<file path="src/rtl/bnn_pkg.sv">
// ---------------------------------------------------------------
// bnn_pkg : shared types and constants for the binary-NN stages
// rev 1.0
// ---------------------------------------------------------------
`default_nettype none

package bnn_pkg;
  localparam int POP_W          = 4;
  localparam int THRESH_DEFAULT = 5;

  typedef enum logic {RUN = 1'b0, DONE = 1'b1} binpool_state_t;
  typedef logic [POP_W-1:0] pop_t;
endpackage

`default_nettype wire

</file>
<file path="src/rtl/bconv_binpool_if.sv">
// ---------------------------------------------------------------
// bconv_binpool_if : valid/ready popcount stream into the pooling stage
// rev 1.0
// ---------------------------------------------------------------
`default_nettype none

interface bconv_binpool_if;
  import bnn_pkg::*;

  logic in_valid;
  logic in_ready;
  pop_t in_pop;

  modport master (output in_valid, output in_pop, input in_ready);
  modport slave  (input in_valid, input in_pop, output in_ready);
endinterface

`default_nettype wire

</file>
<file path="src/rtl/bnn_pool_linebuf.sv">
// ---------------------------------------------------------------
// bnn_pool_linebuf : one-bit-per-entry line buffer, combinational read
// rev 1.0
// ---------------------------------------------------------------
`default_nettype none

module bnn_pool_linebuf #(
  parameter  int DEPTH = 13,
  localparam int AW    = (DEPTH > 1) ? $clog2(DEPTH) : 1
) (
  input  logic          clk,
  input  logic          rst,
  input  logic          we,
  input  logic [AW-1:0] idx,
  input  logic          wdata,
  output logic          rdata
);
  logic [DEPTH-1:0] mem;

  always_ff @(posedge clk) begin
    if (rst) begin
      mem <= '0;
    end else if (we) begin
      mem[idx] <= wdata;
    end
  end

  assign rdata = mem[idx];
endmodule

`default_nettype wire

</file>
<file path="src/rtl/bconv_binpool.sv">
// ---------------------------------------------------------------
// bconv_binpool : threshold conv popcounts and 2x2 OR-pool into a frame
// rev 1.0
// ---------------------------------------------------------------
`default_nettype none

module bconv_binpool
  import bnn_pkg::*;
#(
  parameter  int IN_H   = 26,
  parameter  int IN_W   = 26,
  parameter  int THRESH = THRESH_DEFAULT,
  localparam int OUT_H  = IN_H / 2,
  localparam int OUT_W  = IN_W / 2
) (
  input  logic                   clk,
  input  logic                   rst,
  bconv_binpool_if.slave         in_if,
  output logic [OUT_H*OUT_W-1:0] frame_o,
  output logic                   frame_valid,
  output logic                   done
);
  localparam int RW = (IN_H > 1) ? $clog2(IN_H) : 1;
  localparam int CW = (IN_W > 1) ? $clog2(IN_W) : 1;
  localparam int LW = (OUT_W > 1) ? $clog2(OUT_W) : 1;
  localparam int FW = (OUT_H * OUT_W > 1) ? $clog2(OUT_H * OUT_W) : 1;
  localparam logic [RW-1:0] LAST_ROW = RW'(IN_H - 1);
  localparam logic [CW-1:0] LAST_COL = CW'(IN_W - 1);

  binpool_state_t state;
  logic [RW-1:0]  row;
  logic [CW-1:0]  col;
  logic           pair;

  logic           accept;
  logic           bit_in;
  logic           pooled;
  logic           last_px;
  logic           lb_we;
  logic           lb_rd;
  logic [LW-1:0]  lb_idx;
  logic [FW-1:0]  frame_idx;

  assign in_if.in_ready = (state == RUN) && !rst;
  assign accept         = in_if.in_valid && in_if.in_ready;
  assign bit_in         = (32'(in_if.in_pop) >= 32'(THRESH));
  assign pooled         = pair | bit_in;
  assign last_px        = (row == LAST_ROW) && (col == LAST_COL);
  assign lb_idx         = LW'(col >> 1);
  assign frame_idx      = FW'(row >> 1) * FW'(OUT_W) + FW'(col >> 1);

  // Even rows park the horizontal pair result; odd rows merge it into the frame.
  assign lb_we = accept && col[0] && !row[0];

  bnn_pool_linebuf #(.DEPTH(OUT_W)) u_linebuf (
    .clk   (clk),
    .rst   (rst),
    .we    (lb_we),
    .idx   (lb_idx),
    .wdata (pooled),
    .rdata (lb_rd)
  );

  always_ff @(posedge clk) begin
    if (rst) begin
      state       <= RUN;
      row         <= '0;
      col         <= '0;
      pair        <= 1'b0;
      frame_o     <= '0;
      frame_valid <= 1'b0;
      done        <= 1'b0;
    end else begin
      done <= 1'b0;
      case (state)
        RUN: begin
          if (accept) begin
            if (accept && col[0] && row[0]) begin
              frame_o[frame_idx] <= lb_rd | pooled;
            end
            if (last_px) begin
              state       <= DONE;
              done        <= 1'b1;
              frame_valid <= 1'b1;
              row         <= '0;
              col         <= '0;
              pair        <= 1'b0;
            end else begin
              frame_valid <= 1'b0;
              if (!col[0]) begin
                pair <= bit_in;
              end
              if (col == LAST_COL) begin
                col <= '0;
                row <= row + 1'b1;
              end else begin
                col <= col + 1'b1;
              end
            end
          end
        end
        DONE:    state <= RUN;
        default: state <= RUN;
      endcase
    end
  end
endmodule

`default_nettype wire

</file>
<file path="src/flat_wrapper.sv">
// flat-port wrapper written by rule: the top's interface ports become plain ports
module bconv_binpool_flat import bnn_pkg::*;
#(
  parameter  int IN_H   = 26,
  parameter  int IN_W   = 26,
  parameter  int THRESH = THRESH_DEFAULT,
  localparam int OUT_H  = IN_H / 2,
  localparam int OUT_W  = IN_W / 2
)
  (clk, rst, frame_o, frame_valid, done, in_if_in_valid, in_if_in_pop, in_if_in_ready);
  bconv_binpool_if in_if_i ();
  input  logic clk;
  input  logic rst;
  output logic [OUT_H*OUT_W-1:0] frame_o;
  output logic frame_valid;
  output logic done;
  input wire logic [$bits(in_if_i.in_valid)-1:0] in_if_in_valid;
  input wire logic [$bits(in_if_i.in_pop)-1:0] in_if_in_pop;
  output wire logic [$bits(in_if_i.in_ready)-1:0] in_if_in_ready;
  assign in_if_i.in_valid = in_if_in_valid;
  assign in_if_i.in_pop = in_if_in_pop;
  assign in_if_in_ready = in_if_i.in_ready;
  bconv_binpool #(.IN_H(IN_H), .IN_W(IN_W), .THRESH(THRESH)) u_core (.clk(clk), .rst(rst), .in_if(in_if_i), .frame_o(frame_o), .frame_valid(frame_valid), .done(done));
endmodule
</file>
<file path="config.mk">
export PLATFORM = sky130hd
export DESIGN_NAME = bconv_binpool_flat
export DESIGN_NICKNAME = d
export VERILOG_FILES = /design/src/rtl/bnn_pkg.sv /design/src/rtl/bconv_binpool_if.sv /design/src/rtl/bnn_pool_linebuf.sv /design/src/rtl/bconv_binpool.sv /design/src/flat_wrapper.sv
export SDC_FILE = /design/constraint.sdc
export NUM_CORES = 1
export LEC_CHECK = 0
export CAP_MARGIN = 0
export CORE_ASPECT_RATIO = 1.1
export CORE_MARGIN = 2
export CORE_UTILIZATION = 50
export CTS_CLUSTER_DIAMETER = 60
export DETAILED_ROUTE_END_ITERATION = 7
export PLACE_DENSITY = 0.77
export SETUP_SLACK_MARGIN = 0.15
export SYNTH_ARGS = -nofsm -noshare
export SYNTH_HDL_FRONTEND = slang
export SYNTH_HIERARCHICAL = 1
export SYNTH_SLANG_ARGS = --single-unit
</file>
<file path="constraint.sdc">
create_clock -name clk -period 6.3 [get_ports clk]
set_clock_uncertainty 0.2 [all_clocks]
set_input_delay 1.89 -clock clk [delete_from_list [all_inputs] [get_ports clk]]
set_output_delay 1.89 -clock clk [all_outputs]
set_load 0.02 [all_outputs]
</file>
==> results of run 1 <==
==> area by class of cell <==
class / instances / area share
multi-input combinational: 565 / 0.406
inverter: 13 / 0.00424
tap: 243 / 0.0264
sequential: 195 / 0.339
timing repair buffer: 211 / 0.176
clock inverter: 13 / 0.0101
clock buffer: 18 / 0.0381
==> power groups by stage <==
| stage | sequential (mW) | combinational, mW | clock (mW) |
|---|---|---|---|
| final | 1.24 | 0.0701 | 1.04 |
| after global routing | 1.24 | 0.0746 | 1.09 |
| after CTS | 1.24 | 0.0677 | 1.04 |
| after detailed placement | 1.27 | 0.0677 | 0 |
| after global placement | 1.27 | 0.0675 | 0 |
| after floorplan | 1.26 | 0.0530 | 0 |
==> critical path, stage by stage <==
cell and delay, ns:
buf_6 0.18, nor2_1 0.16, clkdlybuf4s50_1 0.62
==> per-layer routing <==
layer | track usage | share of wire | vias to the layer above
met5 | 0 | 0 | -
met4 | 0.0953 | 0.022 | 0
met3 | 0.0845 | 0.089 | 46
met2 | 0.437 | 0.47 | 439
met1 | 0.399 | 0.42 | 4332
li1 | - | - | 3985
==> cells by family (layout without fill, tap and decap cells) <==
family                   count (synthesis)  count (layout)  synth area share
AO/OA/AOI/OAI                          399             399             0.358
XOR/XNOR                                12              12            0.0113
adder cells (fa/ha/maj)                 27              27            0.0378
buffers and inverters                  167             255            0.0922
flip-flops                             195             195             0.418
multiplexers                             7               7            0.0103
AND/OR/NAND/NOR                        120             120            0.0722
==> stage by stage <==
stage / area [um^2] / instances / worst slack, ns / hold WS [ns]
2_1_floorplan: 9340 / 927 / 2.01 / 0.244
3_3_place_gp: 11000 / 1227 / 1.35 / 0.260
3_5_place_dp: 11000 / 1227 / 1.35 / 0.268
4_1_cts: 11500 / 1258 / 1.35 / 0.278
5_1_grt: 11500 / 1258 / 1.31 / 0.308
6_report: 11500 / 1258 / 1.35 / 0.277
==> placed cells by master, fill, tap and decap left out, types with 6 or more instances in the layout <==
master,instances
and3_1,14
nor2_1,17
clkbuf_16,17
inv_6,6
nand2b_1,6
a311oi_1,128
nand2_1,9
a21oi_1,22
nor3_1,9
nand4_1,8
buf_4,33
inv_1,13
a41oi_1,169
clkdlybuf4s50_1,177
dfxtp_1,195
ha_1,25
nand3_1,14
nor2_2,12
a211oi_1,37
o21ai_0,19
==> how the worst max path moves through the flow <==
stage                           to  slack [ns]  cells past startpoint
finish              in_if_in_ready        1.35                      3
global route        in_if_in_ready        1.31                      3
CTS                 in_if_in_ready        1.35                      3
detailed placement  in_if_in_ready        1.35                      3
global placement    in_if_in_ready        1.35                      3
floorplan           in_if_in_ready        2.01                      1
==> flip-flops by register name, indices dropped and copies added, names as in the netlist <==
register	cells
u_core/frame_o	169
u_core/frame_valid	1
u_core/col	5
u_core/u_linebuf/mem	13
u_core/done	1
u_core/pair	1
u_core/row	5
==> reports/results.tsv, run 1 <==
stage	metric	value	unit
worst_setup_path	Worst R2R End	u_core/frame_o[41]$_SDFFE_PP0P_	
final_layout	Antenna Cells	0	
logic_synthesis	Synth top area share	0.418	
detailed_routing	Avg Vias per Cell	7.00	
logic_synthesis	yosys warns	6	
logic_synthesis	sequential area share after synthesis	0.418	
final_layout	register cell area after layout	3900	um^2
logic_synthesis	most numerous cell in the Yosys netlist	dfxtp_1	
final_layout	number of fill cells	1588	
worst_setup_path	crit path DAT	2.86	ns
power_and_ir_drop	sw power	0.568	mW
detailed_routing	Routed Antenna Nets	0	
logic_synthesis	leading area contributor after synthesis	dfxtp_1	
final_layout	Area Growth Syn to Fin	23.4	%
min_path	Hold Path Origin	u_core/u_linebuf/mem[4]$_SDFFE_PP0P_	
floorplanning	die area	19800	um^2
min_path	hold crit path type	flop to flop	
clock_tree	post-CTS resize count	0	
final_layout	area of the multi-input gates	4680	um^2
worst_setup_path	CP Launch Type	input port	
logic_synthesis	syn nets	961	
logic_synthesis	Syn Area/Cell	10.1	um^2
detailed_routing	WL final	29300	um
logic_synthesis	post-synth cell types	55	
global_route	vias in the first global route	8145	
worst_setup_path	CP required	4.21	ns
clock_tree	Sink Count	195	
sta	Peak Freq	0.202	GHz
sta	fin crit share	0.786	
sta	Final setup viols	0	
power_and_ir_drop	Peak VDD IR	0.195	mV
global_route	largest net degree at the start of global routing	84	
sta	Final min period	4.95	ns
worst_setup_path	CP max FO	41	
sta	unrepaired setup endpoints after global routing	no	
power_and_ir_drop	clock group share of total power	0.442	
worst_setup_path	crit path from	rst	
logic_synthesis	Post-synth ARST share	0	
sta	Hold Violations, Final	0	
power_and_ir_drop	P_int	1.78	mW
power_and_ir_drop	switch share	0.242	
logic_synthesis	Post-Synthesis Cells	927	
global_route	initial antenna violation count	0	
global_route	Total Routing Usage GR	0.290	
clock_tree	CTS tree	built	
sta	Slew @ Worst Pin	1.06	ns
worst_setup_path	worst-case reg-to-reg path depth	10	
final_layout	layout cell share with drive strength beyond 1	0.107	
worst_setup_path	Crit. End Element	primary output	
worst_setup_path	Setup CP Type	input port to primary output	
logic_synthesis	EDFF count, synth	0	
logic_synthesis	ranking of synthesized cells by area	dfxtp_1 (42%), a41oi_1 (16%), a311oi_1 (12%)	
place	Port Buf Inserts	178	
power_and_ir_drop	Leakage	3.46	nW
clock_tree	clock latency on the worst-skew pair	0.43	ns
floorplanning	core area	18300	um^2
logic_synthesis	Post-synth top cells	dfxtp_1 (195), a41oi_1 (169), a311oi_1 (128)	
global_route	global route total overflow	0	
detailed_routing	via count	8802	
power_and_ir_drop	Comb pwr share	0.030	
sta	Max Slew Vio Count	0	
power_and_ir_drop	Pwr Density	203	nW/um^2
worst_setup_path	reg2reg start	u_core/row[1]$_SDFFE_PP0P_	
detailed_routing	Avg WL per Cell	23.3	um
sta	final setup TNS	0	ns
sta	relative slew slack	0.292	
clock_tree	clk buf depth	2	
clock_tree	Clk Tree Root Cell	clkbuf_16	
min_path	Hold Path Stages	2	
clock_tree	clock transition at the registers of the reported paths	0.07	ns
clock_tree	Setup Fix Bufs, Post-CTS	0	
logic_synthesis	synthesis-stage register bit count	195	
floorplanning	Die X	134	um
place	post-DP HPWL	17900	um
global_route	first-pass GRT wire length	46000	um
job	MaxCap Viol Count	0	
floorplanning	Die H	147	um
final_layout	Post-Route Utilization	0.628	
floorplanning	row cnt	52	
place	GPL Wtd Cong	0.869	
clock_tree	hold buffer count at cts	0	
run_status	outcome	completed	
logic_synthesis	area of the mapped netlist	9340	um^2
clock_tree	H-tree Lvls	4	
detailed_routing	drt initial violations	1201	
floorplanning	io pins	179	
worst_setup_path	flop2flop setup slack	1.75	ns
min_path	hold-critical path endpoint	u_core/u_linebuf/mem[4]$_SDFFE_PP0P_	
power_and_ir_drop	Total Power	2.34	mW
power_and_ir_drop	sequential share of power	0.529	
floorplanning	Initial Util	0.509	
clock_tree	CTS buffer count	17	
detailed_routing	DRC	0	
detailed_routing	DRT Pass-1 Iters	5	
logic_synthesis	Synth Flop Type	dfxtp_1	
final_layout	Layout Nets	1037	
Note: power is estimated with default switching activity, not from simulation.
==> run 2, diff against run 1 <==
- clock period: 6.3 -> 5.17 ns (I/O delays scaled with it)
==> run 2 against run 1 <==
Net effect: setup slack lost 0.53 ns; die area is the same; power grew 24%; critical path type is now flop to flop; non-clock buffer count grew 12; first-iteration DRC count shrank 9.7%; wire length grew 2.6%; final area grew 1.2%; sequential cell count is the same; sequential power grew 22%; clock power grew 27%.
==> reports/results.tsv, run 2 (same netlist as run 1, synthesis figures left out) <==
stage	metric	value	unit	change
global_route	largest net degree at the start of global routing	130		+55%
clock_tree	H-tree Lvls	4		unchanged
worst_setup_path	CP max-delay cell	and3_1		
floorplanning	Die H	147	um	unchanged
power_and_ir_drop	Leakage	3.55	nW	+2.4%
detailed_routing	drt initial violations	1085		-9.7%
final_layout	Layout Nets	1049		+1.2%
run_status	outcome	completed		
power_and_ir_drop	Peak VDD IR	0.230	mV	+18%
clock_tree	Clk Tree Root Cell	clkbuf_16		
place	post-DP HPWL	18300	um	+2.0%
final_layout	commonest non-fill, non-tap cells in the layout	dfxtp_1 (195), clkdlybuf4s50_1 (177), a41oi_1 (169)		
clock_tree	clock transition at the registers of the reported paths	0.08	ns	about the same
clock_tree	hold buffer count at cts	0		unchanged
sta	final setup TNS	0	ns	unchanged
final_layout	Antenna Cells	0		unchanged
clock_tree	Sink Count	195		unchanged
floorplanning	row cnt	52		unchanged
global_route	first-pass GRT wire length	46800	um	+1.6%
clock_tree	CTS buffer count	17		unchanged
floorplanning	Die X	134	um	unchanged
floorplanning	io pins	179		unchanged
final_layout	biggest regs	u_core/frame_o: 169 flops, u_core/u_linebuf/mem: 13 flops		
global_route	vias in the first global route	8248		+1.3%
sta	Final min period	4.35	ns	
detailed_routing	Routed Antenna Nets	0		unchanged
final_layout	Biggest register	u_core/frame_o		
worst_setup_path	crit path DAT	4.43	ns	+1.57 ns
sta	fin crit share	0.841		
sta	relative slew slack	0.291		-0.000733
final_layout	Area Growth Syn to Fin	24.9	%	
detailed_routing	Avg Vias per Cell	7.09		+1.3%
detailed_routing	Avg WL per Cell	23.6	um	+1.6%
worst_setup_path	Top cell by count, worst path	ha_1		
worst_setup_path	reg2reg start	u_core/row[1]$_SDFFE_PP0P_		
place	Placed Cells	1239		+0.98%
clock_tree	Setup Fix Bufs, Post-CTS	0		unchanged
job	MaxCap Viol Count	0		unchanged
clock_tree	CTS tree	built		
final_layout	commonest non-fill, non-tap cell in the layout	dfxtp_1		
floorplanning	core area	18300	um^2	unchanged
worst_setup_path	Crit. End Element	flop		
worst_setup_path	Largest stage delay, worst path	0.68	ns	+0.06 ns
floorplanning	die area	19800	um^2	unchanged
global_route	Total Routing Usage GR	0.296		+0.00590
min_path	hold crit path type	flop to flop		
worst_setup_path	Worst R2R End	u_core/frame_o[130]$_SDFFE_PP0P_		
worst_setup_path	CP max FO	33		-20%
min_path	hold-critical path endpoint	u_core/u_linebuf/mem[4]$_SDFFE_PP0P_		
sta	Hold Violations, Final	0		unchanged
worst_setup_path	CP Launch Type	flop		
clock_tree	clk buf depth	2		unchanged
detailed_routing	WL final	30000	um	+2.6%
sta	Final setup viols	0		unchanged
sta	unrepaired setup endpoints after global routing	no		
final_layout	layout cell share with drive strength beyond 1	0.117		+0.00946
worst_setup_path	Setup CP Type	flop to flop		
worst_setup_path	sequence of cells on the critical path	ha_1 > ha_1 > fa_1 > ha_1 > nand2b_1 > a21oi_2 > mux2i_2 > buf_4 > and3_1 > a311oi_1		
clock_tree	post-CTS resize count	0		unchanged
floorplanning	Initial Util	0.509		unchanged
sta	Slew @ Worst Pin	1.06	ns	+0.00224 ns
detailed_routing	DRC	0		unchanged
worst_setup_path	flop2flop setup slack	0.82	ns	-0.93 ns
clock_tree	clock latency on the worst-skew pair	0.43	ns	about the same
min_path	Hold Path Stages	2		unchanged
global_route	initial antenna violation count	0		unchanged
detailed_routing	DRT Pass-1 Iters	5		unchanged
sta	Max Slew Vio Count	0		unchanged
global_route	global route total overflow	0		unchanged
worst_setup_path	worst-case reg-to-reg path depth	10		unchanged
power_and_ir_drop	Pwr Density	250	nW/um^2	+23%
final_layout	Non-Filler Instances	1270		+0.95%
min_path	Hold Path Origin	u_core/u_linebuf/mem[4]$_SDFFE_PP0P_		
detailed_routing	via count	9000		+2.2%
sta	Peak Freq	0.230	GHz	
worst_setup_path	CP required	5.25	ns	+1.04 ns
final_layout	max FFs per register	169		unchanged
place	GPL Wtd Cong	0.853		-1.9%
place	Port Buf Inserts	178		unchanged
-- run 2: cell count changes in the layout (fill, tap and decap cells not counted), sizes merged --
| cell | change |
|---|---|
| buf | +12 |
| bufinv | +1 |
| clkbuf | +1 |
| clkinv | -1 |
| clkinvlp | -1 |
-- run 2: worst max-delay path by stage --
stage                                          start  slack, ns  depth (start not counted)                                to
final                     u_core/row[1]$_SDFFE_PP0P_       0.82                         10  u_core/frame_o[130]$_SDFFE_PP0P_
after floorplan                                  rst       1.56                          1                    in_if_in_ready
after detailed placement  u_core/row[1]$_SDFFE_PP0P_       0.88                         10  u_core/frame_o[130]$_SDFFE_PP0P_
after CTS                 u_core/row[1]$_SDFFE_PP0P_       0.87                         10  u_core/frame_o[130]$_SDFFE_PP0P_
after global placement    u_core/row[1]$_SDFFE_PP0P_       0.93                         10  u_core/frame_o[136]$_SDFFE_PP0P_
after global routing      u_core/row[1]$_SDFFE_PP0P_       0.65                         10  u_core/frame_o[135]$_SDFFE_PP0P_
-- run 2: final cells by class --
type	instances	area (um^2)
fillers	1475	6690
multi-input cells	565	4680
flip-flops and latches	195	3900
repair buffers	223	2150
clock buffers	19	443
well taps	243	304
clock inverters	12	139
inverters	13	48.8
-- run 2: worst max-delay path, delay by kind of cell (launching register included) --
family          cells  cell delay, ns
mux                 1            0.29
fa+ha+maj           4            1.47
flops               1            0.43
compound gates      2            0.61
buf+inv             1            0.40
simple gates        2            0.77
-- run 2: report_power, final --
part / internal, mW / total [mW] / leakage [nW] / switching [mW]
combinational: 0.0220 / 0.0915 / 1.70 / 0.0695
sequential: 1.50 / 1.51 / 1.57 / 0.00318
clock: 0.695 / 1.32 / 0.280 / 0.621
-- run 2: metrics by stage --
stage	hold WS [ns]	setup WS (ns)	util	total power [mW]	area, um^2
global placement	0.260	0.933	0.604	1.63	11100
finish	0.274	0.820	0.636	2.91	11700
floorplan	0.244	1.56	-	1.60	9340
detailed placement	0.267	0.880	0.604	1.63	11100
CTS	0.277	0.874	0.636	2.92	11700
global route	0.305	0.651	0.636	2.99	11700
-- run 2: routing by layer --
metal  GRT usage  up-vias  wire [um]  share of wire
met4       0.108        0        870          0.029
met2       0.441      535      13700           0.46
met1       0.421     4391      12500           0.42
li1            -     4009          -              -
met5           0        -          0              0
met3      0.0628       65       2970          0.099
==> run 3, diff against run 2 <==
- clock period: 5.17 -> 4.4 ns (I/O delays scaled with it)
==> run 3 against run 2 <==
Net effect: critical path type unchanged; final cell count grew 1.7%; largest power group unchanged; sequential share of layout area shrank 0.69 points; setup slack lost 0.42 ns; combinational power grew 16%; register-to-register slack lost 0.42 ns; critical path depth grew 1; global-route usage shrank 0.31 points; die area is the same; first-iteration DRC count shrank 13%.
==> reports/results.tsv, run 3 (same netlist as run 1, synthesis figures left out) <==
stage	metric	value	unit	change
clock_tree	clock transition at the registers of the reported paths	0.07	ns	about the same
sta	final setup TNS	0	ns	unchanged
detailed_routing	DRC	0		unchanged
clock_tree	H-tree Lvls	4		unchanged
final_layout	number of fill cells	1512		+2.5%
run_status	outcome	completed		
global_route	first-pass GRT wire length	46500	um	-0.55%
floorplanning	core area	18300	um^2	unchanged
clock_tree	clk buf depth	2		unchanged
place	Placed Instance Area	11300	um^2	+1.8%
final_layout	Layout Nets	1070		+2.0%
detailed_routing	Routed Antenna Nets	0		unchanged
final_layout	Area Growth Syn to Fin	27.5	%	
final_layout	Biggest register	u_core/frame_o		
power_and_ir_drop	Pwr Density	297	nW/um^2	+19%
floorplanning	io pins	179		unchanged
detailed_routing	drt initial violations	945		-13%
detailed_routing	Avg Vias per Cell	6.91		-2.5%
place	GPL Wtd Cong	0.877		+2.8%
sta	relative slew slack	0.246		-0.0453
final_layout	final instance area	11900	um^2	+2.1%
final_layout	commonest non-fill, non-tap cell in the layout	dfxtp_1		
floorplanning	Initial Util	0.509		unchanged
sta	unrepaired setup endpoints after global routing	no		
final_layout	area of the multi-input gates	4680	um^2	unchanged
global_route	largest net degree at the start of global routing	130		unchanged
power_and_ir_drop	Peak VDD IR	0.257	mV	+12%
final_layout	Antenna Cells	0		unchanged
worst_setup_path	worst-case reg-to-reg path depth	11		+1
worst_setup_path	crit path DAT	4.07	ns	-0.36 ns
clock_tree	post-CTS resize count	0		unchanged
sta	Final min period	4.00	ns	-0.353 ns
job	MaxCap Viol Count	0		unchanged
sta	Final setup viols	0		unchanged
final_layout	register cell area after layout	3900	um^2	unchanged
clock_tree	Clk Tree Root Cell	clkbuf_16		
sta	Hold Violations, Final	0		unchanged
worst_setup_path	Crit. End Element	flop		
min_path	hold crit path type	flop to flop		
final_layout	commonest non-fill, non-tap cells in the layout	dfxtp_1 (195), clkdlybuf4s50_1 (177), a41oi_1 (169)		
place	post-DP HPWL	18500	um	+1.4%
floorplanning	Die X	134	um	unchanged
power_and_ir_drop	Total Power	3.54	mW	+21%
worst_setup_path	Setup CP Type	flop to flop		
floorplanning	die area	19800	um^2	unchanged
floorplanning	Die H	147	um	unchanged
clock_tree	CTS tree	built		
power_and_ir_drop	Leakage	3.69	nW	+4.0%
worst_setup_path	flop2flop setup slack	0.40	ns	-0.42 ns
final_layout	biggest regs	u_core/frame_o: 169 flops, u_core/u_linebuf/mem: 13 flops		
global_route	vias in the first global route	8198		-0.61%
clock_tree	Setup Fix Bufs, Post-CTS	0		unchanged
worst_setup_path	CP Launch Type	flop		
sta	fin crit share	0.908		+0.0670
global_route	global route total overflow	0		unchanged
min_path	Hold Path Stages	2		unchanged
clock_tree	CTS buffer count	17		unchanged
detailed_routing	Avg WL per Cell	22.7	um	-3.8%
detailed_routing	WL final	29400	um	-2.1%
clock_tree	Sink Count	195		unchanged
detailed_routing	via count	8929		-0.79%
sta	Peak Freq	0.250	GHz	+8.8%
global_route	initial antenna violation count	0		unchanged
clock_tree	hold buffer count at cts	0		unchanged
global_route	Total Routing Usage GR	0.292		-0.00307
sta	Slew @ Worst Pin	1.13	ns	+0.0680 ns
detailed_routing	DRT Pass-1 Iters	6		+1
sta	hold_ws	0.280	ns	+0.00538 ns
worst_setup_path	CP max FO	21		-36%
final_layout	layout cell share with drive strength beyond 1	0.135		+0.0185
worst_setup_path	CP required	4.48	ns	-0.77 ns
place	Port Buf Inserts	178		unchanged
floorplanning	row cnt	52		unchanged
final_layout	max FFs per register	169		unchanged
clock_tree	clock latency on the worst-skew pair	0.44	ns	about the same
sta	Max Slew Vio Count	0		unchanged
run 3: path summary, 6_finish.rpt:
check,startpoint,end
max,u_core/row[3]$_SDFFE_PP0P_,u_core/frame_o[1]$_SDFFE_PP0P_
max reg2reg,u_core/row[3]$_SDFFE_PP0P_,u_core/frame_o[1]$_SDFFE_PP0P_
min,u_core/u_linebuf/mem[2]$_SDFFE_PP0P_,u_core/u_linebuf/mem[2]$_SDFFE_PP0P_
min reg2reg,u_core/u_linebuf/mem[2]$_SDFFE_PP0P_,u_core/u_linebuf/mem[2]$_SDFFE_PP0P_
run 3: routing by layer:
layer,routed length [um],global-route usage,vias up,share of wire
met3,2660,0.0600,52,0.091
met2,13600,0.435,464,0.46
met1,12400,0.419,4355,0.42
met4,772,0.107,0,0.026
met5,0,0,-,0
li1,-,-,4058,-
run 3: power breakdown:
group,internal [mW],switching [mW]
combinational,0.0256,0.0809
sequential,1.77,0.00414
clock,0.962,0.702
run 3: stage by stage:
stage	setup slack (ns)	util	instances
floorplan	0.960	-	927
global placement	0.517	0.615	1260
detailed placement	0.467	0.615	1260
CTS	0.435	0.649	1292
global route	0.150	0.649	1292
finish	0.403	0.649	1292
run 3: layout make-up:
type,instances,share of cell area
multi-input cells,565,0.393
flip-flops and latches,195,0.328
repair buffers,244,0.197
clock buffers,22,0.0407
well taps,243,0.0255
clock inverters,10,0.0123
inverters,13,0.00410
run 3: critical path: stages (launching register included):
cell and delay [ns]:
dfxtp_1 0.44, inv_1 0.10, ha_1 0.28, inv_1 0.04
ha_1 0.28, ha_1 0.30, ha_1 0.44, o21a_1 0.17
nor3_1 0.40, o2bb2a_4 0.37, and3_1 0.63, a311oi_1 0.19
==> RTL change 1 (config.mk and constraints of run 1) <==
The package constant `POP_W` goes from 4 to 6.
--- a/src/rtl/bnn_pkg.sv
+++ b/src/rtl/bnn_pkg.sv
@@ -5,7 +5,7 @@
 `default_nettype none
 
 package bnn_pkg;
-  localparam int POP_W          = 4;
+  localparam int POP_W          = 6;
   localparam int THRESH_DEFAULT = 5;
 
   typedef enum logic {RUN = 1'b0, DONE = 1'b1} binpool_state_t;
Ports: changed (resized in_if_in_pop); port bits go from 179 to 181. The function was not compared with the original's and may differ.
==> RTL change 1 against run 1 <==
- core utilization increased by 2.3 points
- synthesized cell count increased by 13%
- sequential cell count unchanged
- cell area increased by 4.4%
- non-clock buffer count decreased by 15
- count of clock-buffer cells in the layout unchanged
- global-route usage decreased by 2.4 points
- synthesized area increased by 1.5%
- die area increased by 1.4%
- wire length decreased by 8.5%
- setup slack got worse by 0.16 ns
- worst hold slack got worse by 0.018 ns
- total power increased by 5.2%
- critical path type unchanged
- critical endpoint unchanged
- largest power group unchanged
==> RTL change 1: results (changes against run 1) <==
[global_routing]
grt_max_degree=97  ; +15%
grt_pass1_wl_mm=42.35  ; -7.9%
grt_util_all_layers_pct=26.60  ; -2.4 points
grt_pass1_vias=7839  ; -3.8%

[place]
place_ws_ns=1.174  ; -0.1805 ns
port-buffer-count=180  ; +1.1%
hpwl_mm=17.29  ; -3.6%
post_dp_cell_area_mm2=0.01140  ; +3.9%

[finish]
final_cells=1424  ; +13%
clock_area_share_pct=5.232  ; +0.41 points
multi_input_cells=745  ; +32%
fillers=1519  ; -4.3%
nonClkBufAreaFrac_pct=16.08  ; -1.5 points
drive_above_1_share_pct=7.790  ; -2.9 points
nNetsFinal=1203  ; +16%

[run_status]
status=complete, no violations

[sta]
tightest_slew_ns=0.9790  ; -0.08183 ns
timing.hold.ws_ns=0.2582  ; -0.01836 ns

[power]
swShare_pct=22.89  ; -1.3 points
p_leak_nw=4.316  ; +25%
irDropWorstVdd_mv=0.1888  ; -3.2%
pwr-share-seq_pct=50.2  ; -2.7 points
power_frac_clock_pct=47.0  ; +2.8 points

[critical_path]
crit_path_max_fanout=2  ; -95%
arrival_ns=3.03  ; +0.17 ns

[hold_path]
min_from=u_core/frame_o[22]

-- RTL change 1: cells by family (layout without fill, tap and decap cells) --
family / count (synthesis) / in the layout / share of synthesized area (%)
flip-flops: 195 / 195 / 41.19
adder cells (fa/ha/maj): 26 / 26 / 3.591
AND/OR/NAND/NOR: 474 / 474 / 26.93
buffers and inverters: 110 / 241 / 4.727
XOR/XNOR: 12 / 12 / 1.109
AO/OA/AOI/OAI: 59 / 59 / 3.802
multiplexers: 174 / 174 / 18.64
-- RTL change 1: path summary, 6_finish.rpt --
| check | endpoint | cells past startpoint |
|---|---|---|
| worst min register to register | u_core/frame_o[22] | 2 |
| worst max register to register | u_core/frame_o[42] | 10 |
| worst max-delay path | in_if_in_ready | 3 |
| worst min-delay path | u_core/frame_o[22] | 2 |
-- RTL change 1: routing by layer --
layer,global-route usage [%],share of wire (%),vias to the layer above,wire [um]
met4,10.00,2.9,0,778
met5,0,0,-,0
met2,42.61,47,353,12620
li1,-,-,4010,-
met1,35.43,43,3995,11490
met3,5.556,7.1,48,1888
==> RTL change 2 (config.mk and constraints of run 1) <==
Made on the original files. Reset style: asynchronous (`rst`), changed in 2 clocked blocks.
--- a/src/rtl/bnn_pool_linebuf.sv
+++ b/src/rtl/bnn_pool_linebuf.sv
@@ -17,7 +17,7 @@
 );
   logic [DEPTH-1:0] mem;
 
-  always_ff @(posedge clk) begin
+  always_ff @(posedge clk or posedge rst) begin
     if (rst) begin
       mem <= '0;
     end else if (we) begin
--- a/src/rtl/bconv_binpool.sv
+++ b/src/rtl/bconv_binpool.sv
@@ -61,7 +61,7 @@
     .rdata (lb_rd)
   );
 
-  always_ff @(posedge clk) begin
+  always_ff @(posedge clk or posedge rst) begin
     if (rst) begin
       state       <= RUN;
       row         <= '0;
Function: no difference found for any inputs over 10 cycles, from zero or initial values and one cycle with rst high; that may be too few to reach the edited logic, so the function may still have changed.
==> RTL change 2 against run 1 <==
- synthesized cell count shrank 12%
- wire length is 20% lower
- cell count fell by 2.3%
- largest cell class is now sequential cells
- critical path type unchanged
- cell area rose by 0.61%
- critical endpoint unchanged
- setup slack lost 0.26 ns
- core utilization is 3.3 points higher
- sequential share of layout area up 8.2 points
- sequential cell count is the same
- highest routed layer unchanged
- fmax fell by 5.1%
- synthesized area is 4.8% lower
- first-iteration DRC count decreased by 63%
Power is left out: the tool's default activity adds up to more than one toggle a clock period on the data nets, which glitch-free logic cannot reach.
==> RTL change 2: results (changes against run 1) <==
[critical_path]
arrival_ns=3.12  ; +0.26 ns
r2r-end=u_core/frame_o[131]

[finish]
inverters=15  ; +2
clock_area_share_pct=5.235  ; +0.41 points
sh_seq_area_pct=42.10  ; +8.2 points
nNonClkBuffers=204  ; -3.3%
clkbuf_count=20  ; +2
fillers=1388  ; -13%
multi_input_cells=545  ; -3.5%
multi_input_area_mm2=0.003745  ; -20%

[hold_path]
min_from=u_core/frame_valid
whs_endpoint=u_core/frame_valid
min_path_cells=1  ; -1

[route]
wl_met3_mm=2.014  ; -23%
drt_iter0_drc=442  ; -63%
drt-met1-wl_mm=9.910  ; -19%

[synthesis]
yosys-top-cells-count=dfrtp_1 (195), a21oi_1 (84), a31oi_1 (82), nand2_1 (82), mux2_2 (67)
synth-seq-area-share_pct=54.88  ; +13 points
synth_async_sr_flop_share_pct=100.0  ; +100 points
ys.flop_type=dfrtp_1

[place]
place_ws_ns=1.073  ; -0.2806 ns
hpwl_mm=15.16  ; -15%
gp_congestion=0.8317  ; -4.3%

[global_routing]
grt_pass1_vias=6817  ; -16%
grt_pass1_wl_mm=37.58  ; -18%

[sta]
relSlewSlack_pct=24.35  ; -4.9 points

[run_status]
status=complete, no violations

## RTL change 2: cells by family (layout without fill, tap and decap cells)
family	count (synthesis)	in the layout	share of synthesized area, %
mux	75	75	9.907
compound gates	249	249	16.75
fa+ha+maj	27	27	3.968
buf+inv	80	251	3.574
flops	195	195	54.88
xor+xnor	12	12	1.182
simple gates	182	182	9.738
## RTL change 2: worst register-to-register path: stages (launching register included)
cell and delay [ns]:
dfrtp_1 0.45, ha_1 0.33, ha_1 0.30, fa_1 0.47, ha_1 0.37, nor2b_1 0.23, o21ai_0 0.19, a211oi_4 0.49
nor3b_2 0.92, nand2_1 0.15, mux2_1 0.34
## RTL change 2: worst max-delay path by stage
stage                      to  from  slack [ns]
3_3_place_gp   in_if_in_ready   rst        1.08
4_1_cts        in_if_in_ready   rst        1.07
2_1_floorplan   u_core/col[0]   rst        1.87
6_report       in_if_in_ready   rst        1.09
3_5_place_dp   in_if_in_ready   rst        1.07
5_1_grt        in_if_in_ready   rst        1.01
## RTL change 2: per-stage QoR
stage,util (%),instances,hold slack (ns),area [um^2]
2_1_floorplan,-,820,0.2708,8895
3_5_place_dp,62.60,1197,0.2651,10980
5_1_grt,66.05,1229,0.3102,11590
4_1_cts,66.05,1229,0.2806,11590
3_3_place_gp,62.60,1197,0.2606,10980
6_report,66.05,1229,0.2761,11590
## RTL change 2: routing by layer
layer,up-vias,global-route usage [%]
met3,33,8.607
met5,-,0
met1,3501,32.54
met4,0,8.181
li1,3288,-
met2,236,40.58
